$ cat config.mk
export PLATFORM = sky130hd
export DESIGN_NAME = wb_commit_flat
export DESIGN_NICKNAME = d
export VERILOG_FILES = /design/src/rtl/wb_commit_if.sv /design/src/rtl/wb_commit.sv /design/src/flat_wrapper.sv
export SDC_FILE = /design/constraint.sdc
export NUM_CORES = 1
export LEC_CHECK = 0
export BUFFER_PORTS_ARGS = -buffer_cell sky130_fd_sc_hd__buf_2
export CORE_AREA = 2 2 180 182
export CTS_BUF_LIST = sky130_fd_sc_hd__clkbuf_8 sky130_fd_sc_hd__clkbuf_16
export CTS_CLUSTER_SIZE = 8
export DETAILED_ROUTE_END_ITERATION = 8
export DIE_AREA = 0 0 182 184
export PLACE_DENSITY = 0.59
export SLEW_MARGIN = 30
export SYNTH_ARGS = -nofsm -noshare
export SYNTH_HDL_FRONTEND = slang
export SYNTH_SLANG_ARGS = --single-unit
$ cat constraint.sdc
create_clock -name clk -period 1.97 [get_ports clk]
set_clock_uncertainty 0.15 [all_clocks]
set_input_delay 0.2955 -clock clk [delete_from_list [all_inputs] [get_ports clk]]
set_output_delay 0.2955 -clock clk [all_outputs]
set_load 0.02 [all_outputs]
$ cat src/rtl/wb_commit_if.sv
// wb_commit_if: MEM-to-WB instruction handshake and payload bus
interface wb_commit_if;
  logic        ms_to_ws_valid;
  logic        ws_allowin;
  logic [31:0] ms_pc;
  logic [31:0] ms_vaddr;
  logic [5:0]  ms_exc;
  logic        ms_ertn;
  logic        ms_csr_we;
  logic        ms_csr_re;
  logic [13:0] ms_csr_num;
  logic [31:0] ms_csr_wmask;
  logic [31:0] ms_csr_wvalue;
  logic        ms_rf_we;
  logic [4:0]  ms_rf_waddr;
  logic [31:0] ms_rf_wdata;
  modport master (
    output ms_to_ws_valid, ms_pc, ms_vaddr, ms_exc, ms_ertn, ms_csr_we, ms_csr_re,
           ms_csr_num, ms_csr_wmask, ms_csr_wvalue, ms_rf_we, ms_rf_waddr, ms_rf_wdata,
    input  ws_allowin
  );
  modport slave (
    input  ms_to_ws_valid, ms_pc, ms_vaddr, ms_exc, ms_ertn, ms_csr_we, ms_csr_re,
           ms_csr_num, ms_csr_wmask, ms_csr_wvalue, ms_rf_we, ms_rf_waddr, ms_rf_wdata,
    output ws_allowin
  );
endinterface

$ cat src/rtl/wb_commit.sv
// wb_commit: writeback/commit stage with exception priority and CSR/GPR commit; WB_PERF_CNT_EN adds retire/exception counters
module wb_commit #(
  parameter logic [31:0] RESET_PC = 32'h1c000000
) (
  input  logic        clk,
  input  logic        reset,
  wb_commit_if.slave  ms,
  output logic        csr_re,
  output logic [13:0] csr_num,
  input  logic [31:0] csr_rvalue,
  output logic        csr_we,
  output logic [31:0] csr_wmask,
  output logic [31:0] csr_wvalue,
  output logic        wb_ex,
  output logic [5:0]  wb_ecode,
  output logic [8:0]  wb_esubcode,
  output logic [31:0] wb_vaddr,
  output logic [31:0] wb_pc,
  output logic        ertn_flush,
  output logic        ws_flush,
  output logic        rf_we,
  output logic [4:0]  rf_waddr,
  output logic [31:0] rf_wdata,
`ifdef WB_PERF_CNT_EN
  output logic [31:0] perf_retire,
  output logic [31:0] perf_exc,
`endif
  output logic [31:0] debug_wb_pc,
  output logic [3:0]  debug_wb_rf_we
);
  typedef struct packed {
    logic [31:0] pc;
    logic [31:0] vaddr;
    logic [5:0]  exc;
    logic        ertn;
    logic        csr_we;
    logic        csr_re;
    logic [13:0] csr_num;
    logic [31:0] csr_wmask;
    logic [31:0] csr_wvalue;
    logic        rf_we;
    logic [4:0]  rf_waddr;
    logic [31:0] rf_wdata;
  } ws_t;
  logic ws_valid;
  ws_t  ws;
  logic exc_any;
  logic capture;
  assign ms.ws_allowin = 1'b1;
  assign capture = ms.ms_to_ws_valid && ms.ws_allowin && !ws_flush;
  always_ff @(posedge clk) begin
    if (reset) begin
      ws_valid <= 1'b0;
      ws       <= '0;
    end else begin
      ws_valid <= capture;
      if (capture)
        ws <= {ms.ms_pc, ms.ms_vaddr, ms.ms_exc, ms.ms_ertn, ms.ms_csr_we, ms.ms_csr_re,
               ms.ms_csr_num, ms.ms_csr_wmask, ms.ms_csr_wvalue, ms.ms_rf_we,
               ms.ms_rf_waddr, ms.ms_rf_wdata};
    end
  end
  assign exc_any     = ws_valid && |ws.exc;
  assign wb_ex       = exc_any;
  assign ertn_flush  = ws_valid && ws.ertn && !exc_any;
  assign ws_flush    = wb_ex || ertn_flush;
  assign wb_ecode    = ws.exc[5] ? 6'h00 :
                       ws.exc[4] ? 6'h08 :
                       ws.exc[3] ? 6'h0D :
                       ws.exc[2] ? 6'h0B :
                       ws.exc[1] ? 6'h0C :
                       ws.exc[0] ? 6'h09 : 6'h00;
  assign wb_esubcode = 9'd0;
  assign wb_vaddr    = (ws.exc == 6'b000001) ? ws.vaddr : ws.pc;
  assign wb_pc       = ws.pc;
  assign csr_re      = ws_valid && ws.csr_re && !exc_any;
  assign csr_we      = ws_valid && ws.csr_we && !exc_any;
  assign csr_num     = ws.csr_num;
  assign csr_wmask   = ws.csr_wmask;
  assign csr_wvalue  = ws.csr_wvalue;
  assign rf_we       = ws_valid && ws.rf_we && !exc_any;
  assign rf_waddr    = ws.rf_waddr;
  assign rf_wdata    = ws.csr_re ? csr_rvalue : ws.rf_wdata;
  assign debug_wb_rf_we = {4{rf_we}};
  assign debug_wb_pc    = ws_valid ? ws.pc : RESET_PC;
`ifdef WB_PERF_CNT_EN
  always_ff @(posedge clk) begin
    if (reset) begin
      perf_retire <= '0;
      perf_exc    <= '0;
    end else begin
      if (ws_valid && !exc_any) perf_retire <= perf_retire + 32'd1;
      if (wb_ex) perf_exc <= perf_exc + 32'd1;
    end
  end
`endif
endmodule

$ cat src/flat_wrapper.sv
// flat-port wrapper written by rule: the top's interface ports become plain ports
module wb_commit_flat 
#(
  parameter logic [31:0] RESET_PC = 32'h1c000000
)
  (clk, reset, csr_re, csr_num, csr_rvalue, csr_we, csr_wmask, csr_wvalue, wb_ex, wb_ecode, wb_esubcode, wb_vaddr, wb_pc, ertn_flush, ws_flush, rf_we, rf_waddr, rf_wdata, debug_wb_pc, debug_wb_rf_we, ms_ms_to_ws_valid, ms_ms_pc, ms_ms_vaddr, ms_ms_exc, ms_ms_ertn, ms_ms_csr_we, ms_ms_csr_re, ms_ms_csr_num, ms_ms_csr_wmask, ms_ms_csr_wvalue, ms_ms_rf_we, ms_ms_rf_waddr, ms_ms_rf_wdata, ms_ws_allowin);
  wb_commit_if ms_i ();
  input  logic clk;
  input  logic reset;
  output logic csr_re;
  output logic [13:0] csr_num;
  input  logic [31:0] csr_rvalue;
  output logic csr_we;
  output logic [31:0] csr_wmask;
  output logic [31:0] csr_wvalue;
  output logic wb_ex;
  output logic [5:0] wb_ecode;
  output logic [8:0] wb_esubcode;
  output logic [31:0] wb_vaddr;
  output logic [31:0] wb_pc;
  output logic ertn_flush;
  output logic ws_flush;
  output logic rf_we;
  output logic [4:0] rf_waddr;
  output logic [31:0] rf_wdata;
  output logic [31:0] debug_wb_pc;
  output logic [3:0] debug_wb_rf_we;
  input wire logic [$bits(ms_i.ms_to_ws_valid)-1:0] ms_ms_to_ws_valid;
  input wire logic [$bits(ms_i.ms_pc)-1:0] ms_ms_pc;
  input wire logic [$bits(ms_i.ms_vaddr)-1:0] ms_ms_vaddr;
  input wire logic [$bits(ms_i.ms_exc)-1:0] ms_ms_exc;
  input wire logic [$bits(ms_i.ms_ertn)-1:0] ms_ms_ertn;
  input wire logic [$bits(ms_i.ms_csr_we)-1:0] ms_ms_csr_we;
  input wire logic [$bits(ms_i.ms_csr_re)-1:0] ms_ms_csr_re;
  input wire logic [$bits(ms_i.ms_csr_num)-1:0] ms_ms_csr_num;
  input wire logic [$bits(ms_i.ms_csr_wmask)-1:0] ms_ms_csr_wmask;
  input wire logic [$bits(ms_i.ms_csr_wvalue)-1:0] ms_ms_csr_wvalue;
  input wire logic [$bits(ms_i.ms_rf_we)-1:0] ms_ms_rf_we;
  input wire logic [$bits(ms_i.ms_rf_waddr)-1:0] ms_ms_rf_waddr;
  input wire logic [$bits(ms_i.ms_rf_wdata)-1:0] ms_ms_rf_wdata;
  output wire logic [$bits(ms_i.ws_allowin)-1:0] ms_ws_allowin;
  assign ms_i.ms_to_ws_valid = ms_ms_to_ws_valid;
  assign ms_i.ms_pc = ms_ms_pc;
  assign ms_i.ms_vaddr = ms_ms_vaddr;
  assign ms_i.ms_exc = ms_ms_exc;
  assign ms_i.ms_ertn = ms_ms_ertn;
  assign ms_i.ms_csr_we = ms_ms_csr_we;
  assign ms_i.ms_csr_re = ms_ms_csr_re;
  assign ms_i.ms_csr_num = ms_ms_csr_num;
  assign ms_i.ms_csr_wmask = ms_ms_csr_wmask;
  assign ms_i.ms_csr_wvalue = ms_ms_csr_wvalue;
  assign ms_i.ms_rf_we = ms_ms_rf_we;
  assign ms_i.ms_rf_waddr = ms_ms_rf_waddr;
  assign ms_i.ms_rf_wdata = ms_ms_rf_wdata;
  assign ms_ws_allowin = ms_i.ws_allowin;
  wb_commit #(.RESET_PC(RESET_PC)) u_core (.clk(clk), .reset(reset), .ms(ms_i), .csr_re(csr_re), .csr_num(csr_num), .csr_rvalue(csr_rvalue), .csr_we(csr_we), .csr_wmask(csr_wmask), .csr_wvalue(csr_wvalue), .wb_ex(wb_ex), .wb_ecode(wb_ecode), .wb_esubcode(wb_esubcode), .wb_vaddr(wb_vaddr), .wb_pc(wb_pc), .ertn_flush(ertn_flush), .ws_flush(ws_flush), .rf_we(rf_we), .rf_waddr(rf_waddr), .rf_wdata(rf_wdata), .debug_wb_pc(debug_wb_pc), .debug_wb_rf_we(debug_wb_rf_we));
endmodule
==> impl_metrics.py, run 1 <==
metrics = {
    "cts": {
        "cts-htree-levels": 4,
        "cts_tree": "done",
        "cts.clk_slew.worst_paths_ps": 70,
        "clock_latency_ps": 430,
        "cts_sinks": 190,
        "clockBufferDepth": 2,
        "cts_buffers": 17,
        "clockRootBuffer": "clkbuf_16",
    },
    "floorplanning": {
        "core_sq_um": 31400,
        "rows": 65,
        "ios": 461,
        "die-area_sq_um": 33500,
        "initial_core_util_pct": 33.5,
        "die_h_um": 184,
        "die_width_um": 182,
    },
    "hold_path": {
        "hp-class": "in -> reg",
        "hold-path-cell-count": 3,
    },
    "detailed_routing": {
        "route.detailed.drc": 0,
        "dr_total_vias": 8754,
        "viasPerCell": 4.37,
        "drtPass1Iterations": 4,
        "wl_per_cell_um": 15.3,
        "initialDrtViolationCount": 208,
        "drtAntennaViolNets": 0,
        "wirelength_um": 30600,
    },
    "synth": {
        "mappedNetlistArea_sq_um": 10500,
        "async_flop_share_pct": 0,
        "synth-warning-count": 0,
        "ys_ff_latch": 190,
        "synth_edf_count": 0,
        "synthFlopType": "dfxtp_1",
        "syn_inst": 1084,
        "synth_area_leader_cell": "dfxtp_1",
        "seq_area_frac_synth_pct": 36.2,
        "avgSynthCellArea_sq_um": 9.70,
        "synth_area_leaders": "dfxtp_1 36%, nand2b_1 23%, mux2i_1 18%",
        "synth_top_area_share_pct": 36.2,
        "ys_types": 29,
    },
    "sta": {
        "holdWs_ps": 49.3,
        "fmax_ghz": 0.434,
        "finalCriticalPeriod_ps": 2300,
        "rsz0062_at_grt": "yes",
        "drv_slew": 0,
        "timing_hold_violations_final": 0,
        "setup_viol": 48,
        "setup_slack_ps": -333,
        "fin_crit_sh_pct": 117,
    },
    "placed_design": {
        "gp_congestion": 0.779,
        "hpwl_um": 21200,
        "io_buffers": 448,
        "postPlaceCellArea_sq_um": 12300,
    },
    "final_layout": {
        "final_area_sq_um": 15400,
        "drive_gt1_share_pct": 36.9,
        "area_growth_pct": 46.4,
        "fin_nets": 1806,
        "fin_util_pct": 49.0,
    },
    "critical_path": {
        "cp.arrival_ps": 1860,
        "crit_chain": "nor3_4, nand3_2, buf_12, mux2_1, buf_2",
        "worstRegToRegCells": 4,
        "crit_type": "reg -> out",
        "critPathRequiredTime_ps": 1520,
        "critPathCaptureType": "output pin",
        "critPathSlowestCell": "mux2_1",
        "cp-start-kind": "register",
        "slowest_delay_ps": 350,
        "critPathMaxFanout": 31,
        "reg2reg_slack_ps": 130,
    },
    "global_route": {
        "overflow": 0,
        "grt_pass1_vias": 9052,
        "grt_use_total_pct": 17.7,
        "grt_max_degree": 97,
        "grt_pass1_wl_um": 47100,
        "antenna_found_initial": 4,
    },
    "job": {
        "maxCapViolCount": 0,
    },
    "run_status": {
        "violations": "setup timing",
        "outcome": "finished with violations",
    },
    "power": {
        "power.leakage_nw": 7.46,
        "powerDensity_nw_per_um2": 783,
        "max-vdd-ir-drop_v": 0.000528,
    },
}
## layout by cell type (no fill, tap or decap), types with 2 or more instances in the layout
cell type        n
buf_2          405
mux2_4          24
nand2b_1       379
nor2_1           3
dfxtp_2          3
diode_2          4
inv_6            4
inv_1            4
buf_12          14
dlygate4sd3_1  187
bufinv_16        4
clkbuf_8         3
buf_4           28
dfxtp_1        186
buf_6           36
and2_1          29
clkbuf_16       17
mux2i_1        187
conb_1          12
buf_16           3
and3_4           4
a21oi_1          2
mux2_1          11
mux2_2          29
## routing by layer
layer	part of all wire [%]	GRT usage [%]	wire length, um	up-vias
met5	0	0	0	-
met4	2.9	7.42	877	0
met2	50	31.2	15200	297
li1	-	-	-	4362
met1	41	19.9	12700	4037
met3	6.1	5.07	1870	58
## power by group
part	switching [mW]	internal, mW	leakage [nW]	total [mW]
Combinational	1.84	1.86	5.57	3.70
Sequential	0.290	4.26	1.57	4.55
Clock	1.56	2.24	0.321	3.80
Total	3.69	8.36	7.46	12.1
## area by class of cell
class,instances,area (sq um)
Timing Repair Buffer,674,4890
Sequential cell,190,3810
Clock buffer,20,467
Inverter,2,7.51
Antenna cell,4,10.0
Tap cell,402,503
Clock inverter,12,179
Fill cell,2864,16000
Multi-Input combinational cell,697,5520
## critical path, delay by kind of cell, from the launching register on
kind	cells	cell delay [ps]
flops	1	330
buf+inv	2	350
mux	1	350
simple gates	2	340
## per-stage QoR
stage	total power, mW	TNS (ps)	worst slack, ps	cells
2_1_floorplan	6.96	0	168	1094
5_1_grt	12.6	-16010	-399	2000
4_1_cts	12.1	-12630	-339	1996
6_report	12.1	-11030	-333	2001
3_3_place_gp	7.69	0	102	1767
3_5_place_dp	7.73	0	27.7	1767
## Yosys cell counts (4+ instances only)
library cell / instances
nand2b_1: 379
and2_1: 30
buf_4: 131
mux2_2: 51
buf_2: 11
mux2i_1: 187
clkbuf_1: 50
mux2_1: 13
and3_1: 4
nor2_1: 4
buf_6: 13
dfxtp_1: 190
## state kept, by name, summed over array words and instances (netlist names)
register / flops
u_core.wb_pc: 32
u_core.ws: 74
u_core.ws_valid: 1
u_core.csr_num: 14
u_core.csr_wmask: 32
u_core.csr_wvalue: 32
u_core.rf_waddr: 5
## what timing repair did
item	4_1_cts	5_1_grt
resized for setup	93	35
endpoints found under the setup margin	79	84
gates cloned	3	0
pin swaps	4	1
hold buffers	187	0
endpoints found under the hold margin	187	0
setup buffers	7	2
## worst paths after layout
check                                                        from                                end
worst max-delay path                  u_core.ws[122]$_SDFFE_PP0P_                       wb_vaddr[30]
worst min-delay path                            ms_ms_rf_wdata[0]          u_core.ws[0]$_SDFFE_PP0P_
worst max register to register        u_core.ws[119]$_SDFFE_PP0P_          u_core.ws[4]$_SDFFE_PP0P_
worst min register to register  u_core.csr_wvalue[8]$_SDFFE_PP0P_  u_core.csr_wvalue[8]$_SDFFE_PP0P_
## cells by family after synthesis
logic type             count (synthesis)  share of synthesized area (%)
multiplexers                         251                           24.7
AO/OA/AOI/OAI                          8                          0.536
buffers and inverters                207                           13.1
flip-flops                           190                           36.2
other                                  2                         0.0715
AND/OR/NAND/NOR                      426                           25.4
No activity file was read; power rests on OpenSTA's default activity.
==> run 2, diff against run 1 <==
--- a/config.mk
+++ b/config.mk
@@ -13,4 +13,5 @@
 export DIE_AREA = 0 0 182 184
 export PLACE_DENSITY = 0.59
+export RECOVER_POWER = 25
 export SLEW_MARGIN = 30
 export SYNTH_ARGS = -nofsm -noshare
==> constraint.sdc (replaced) <==
create_clock -name clk -period 1.97 [get_ports clk]
set_clock_uncertainty 0.15 [all_clocks]
set_input_delay 0.0985 -clock clk [delete_from_list [all_inputs] [get_ports clk]]
set_output_delay 0.0985 -clock clk [all_outputs]
set_load 0.02 [all_outputs]
==> run 2 against run 1 <==
The flow still finishes with violations (setup timing). Die area unchanged. Critical path depth unchanged. Wire length decreased by 2.5%. Global-route usage decreased by 0.73 points. Critical endpoint is now wb_vaddr[5]. Register-to-register slack improved by 110 ps. Largest cell class unchanged. Fmax increased by 10%.
==> impl_metrics.py, run 2 (synthesized netlist as in run 1, its figures left out) <==
metrics = {
    "detailed_routing": {
        "initialDrtViolationCount": 277,
        "wl_met1_um": 12500,
        "wl_per_cell_um": 14.9,
        "wirelength_um": 29800,
        "routed-wl-met2_um": 15100,
        "drtAntennaViolNets": 0,
        "drtPass1Iterations": 4,
        "met3_length_um": 1780,
        "top_layer": "met5",
        "dr_total_vias": 8661,
        "viasPerCell": 4.33,
        "route.detailed.drc": 0,
    },
    "power": {
        "max-vdd-ir-drop_v": 0.000549,
        "p_sw_mw": 3.67,
        "internal-power_mw": 7.90,
        "pwr-share-clk_pct": 31.5,
        "combPwrFrac_pct": 29.1,
        "seqPwrFrac_pct": 39.4,
        "swShare_pct": 31.7,
        "power.leakage_nw": 6.94,
        "powerDensity_nw_per_um2": 776,
    },
    "final_layout": {
        "fin_nets": 1810,
        "final_cell_mix": "379 x nand2b_1, 342 x buf_2, 202 x dlygate4sd3_1",
        "largest_register": "u_core.ws",
        "drive_gt1_share_pct": 29.9,
        "largest_reg_flops": 74,
        "mostFrequentLayoutCell": "nand2b_1",
        "area_growth_pct": 42.0,
    },
    "sta": {
        "finalCriticalPeriod_ps": 2090,
        "setup_slack_ps": -124,
        "drv_slew": 0,
        "fmax_ghz": 0.478,
        "fin_crit_sh_pct": 106,
        "setup_viol": 36,
        "holdWs_ps": 151,
        "rsz0062_at_grt": "yes",
        "timing_hold_violations_final": 0,
    },
    "critical_path": {
        "critPathSlowestCell": "dfxtp_4",
        "crit_chain": "nor3_4, nand3_2, buf_12, mux2_1, buf_2",
        "cp-start-kind": "register",
        "slowest_delay_ps": 350,
        "critPathCaptureType": "output pin",
        "critPathRequiredTime_ps": 1720,
        "critPathMaxFanout": 31,
        "cp.arrival_ps": 1850,
        "crit_type": "reg -> out",
        "reg2reg_slack_ps": 240,
    },
    "global_route": {
        "grt_pass1_vias": 8718,
        "overflow": 0,
        "grt_use_total_pct": 16.9,
        "grt_pass1_wl_um": 45400,
        "antenna_found_initial": 5,
        "grt_max_degree": 131,
    },
    "cts": {
        "cts-htree-levels": 4,
        "clock_latency_ps": 430,
        "cts_tree": "done",
        "clockRootBuffer": "clkbuf_16",
        "clockBufferDepth": 2,
        "cts_sinks": 190,
        "cts_buffers": 17,
        "cts.clk_slew.worst_paths_ps": 70,
    },
    "placed_design": {
        "gp_congestion": 0.772,
        "preCtsSetupSlack_ps": 120,
        "hpwl_um": 20900,
        "io_buffers": 448,
    },
    "run_status": {
        "outcome": "finished with violations",
        "violations": "setup timing",
    },
    "job": {
        "maxCapViolCount": 0,
    },
    "floorplanning": {
        "die-area_sq_um": 33500,
        "core_sq_um": 31400,
        "die_width_um": 182,
        "ios": 461,
        "rows": 65,
        "die_h_um": 184,
        "initial_core_util_pct": 33.5,
    },
    "hold_path": {
        "hp-class": "in -> reg",
    },
}
run 2: power by group through the flow:
stage                     clock network (mW)  logic (mW)  registers (mW)
final                                   3.64        3.37            4.56
after global routing                    3.91        3.61            4.61
after CTS                               3.80        3.44            4.56
after detailed placement                   0        3.07            4.63
after global placement                     0        3.03            4.63
after floorplan                            0        2.45            4.52
run 2: what timing repair did:
action / CTS / global route
gates resized for setup: 31 / 4
setup endpoints to repair: 42 / 41
setup buffers: 4 / 0
pin swaps: 4 / 0
endpoints found under the hold margin: 189 / 0
hold buffers: 202 / 0
run 2: final cells by class:
class / count / area, sq um
Timing Repair Buffer: 678 / 4570
Antenna cell: 3 / 7.51
Clock buffer: 18 / 439
Tap cell: 402 / 503
Multi-Input combinational cell: 697 / 5420
Clock inverter: 12 / 161
Fill cell: 2985 / 16500
Sequential cell: 190 / 3810
Inverter: 2 / 7.51
run 2: worst paths after layout:
path | start | to | cells past startpoint
max | u_core.ws[122]$_SDFFE_PP0P_ | wb_vaddr[5] | 5
min | ms_ms_to_ws_valid | u_core.ws[119]$_SDFFE_PP0P_ | 4
max reg2reg | u_core.ws[119]$_SDFFE_PP0P_ | u_core.ws[12]$_SDFFE_PP0P_ | 5
min reg2reg | u_core.csr_num[13]$_SDFFE_PP0P_ | u_core.csr_num[13]$_SDFFE_PP0P_ | 2
run 2: worst max-delay path: cells and delay by family, from the launching register on:
kind / cells / cell delay (ps)
and+or+nand+nor: 2 / 330
DFF: 1 / 350
buffers and inverters: 2 / 350
muxes: 1 / 340
run 2: per-layer routing:
metal	GRT usage [%]	vias to the layer above
met5	0	-
met4	4.90	4
met3	4.83	37
met2	30.6	273
met1	19.4	3986
li1	-	4361
run 2: through the flow:
step	utilization [%]	power [mW]	cells	setup TNS, ps	instance area [sq um]
2_1_floorplan	-	6.96	1094	0	10500
4_1_cts	47.9	11.8	1999	-3760	15000
5_1_grt	47.5	12.1	2001	-6000	14900
6_report	47.5	11.6	2002	-3010	14900
3_5_place_dp	39.1	7.70	1763	0	12300
3_3_place_gp	39.1	7.66	1763	0	12300
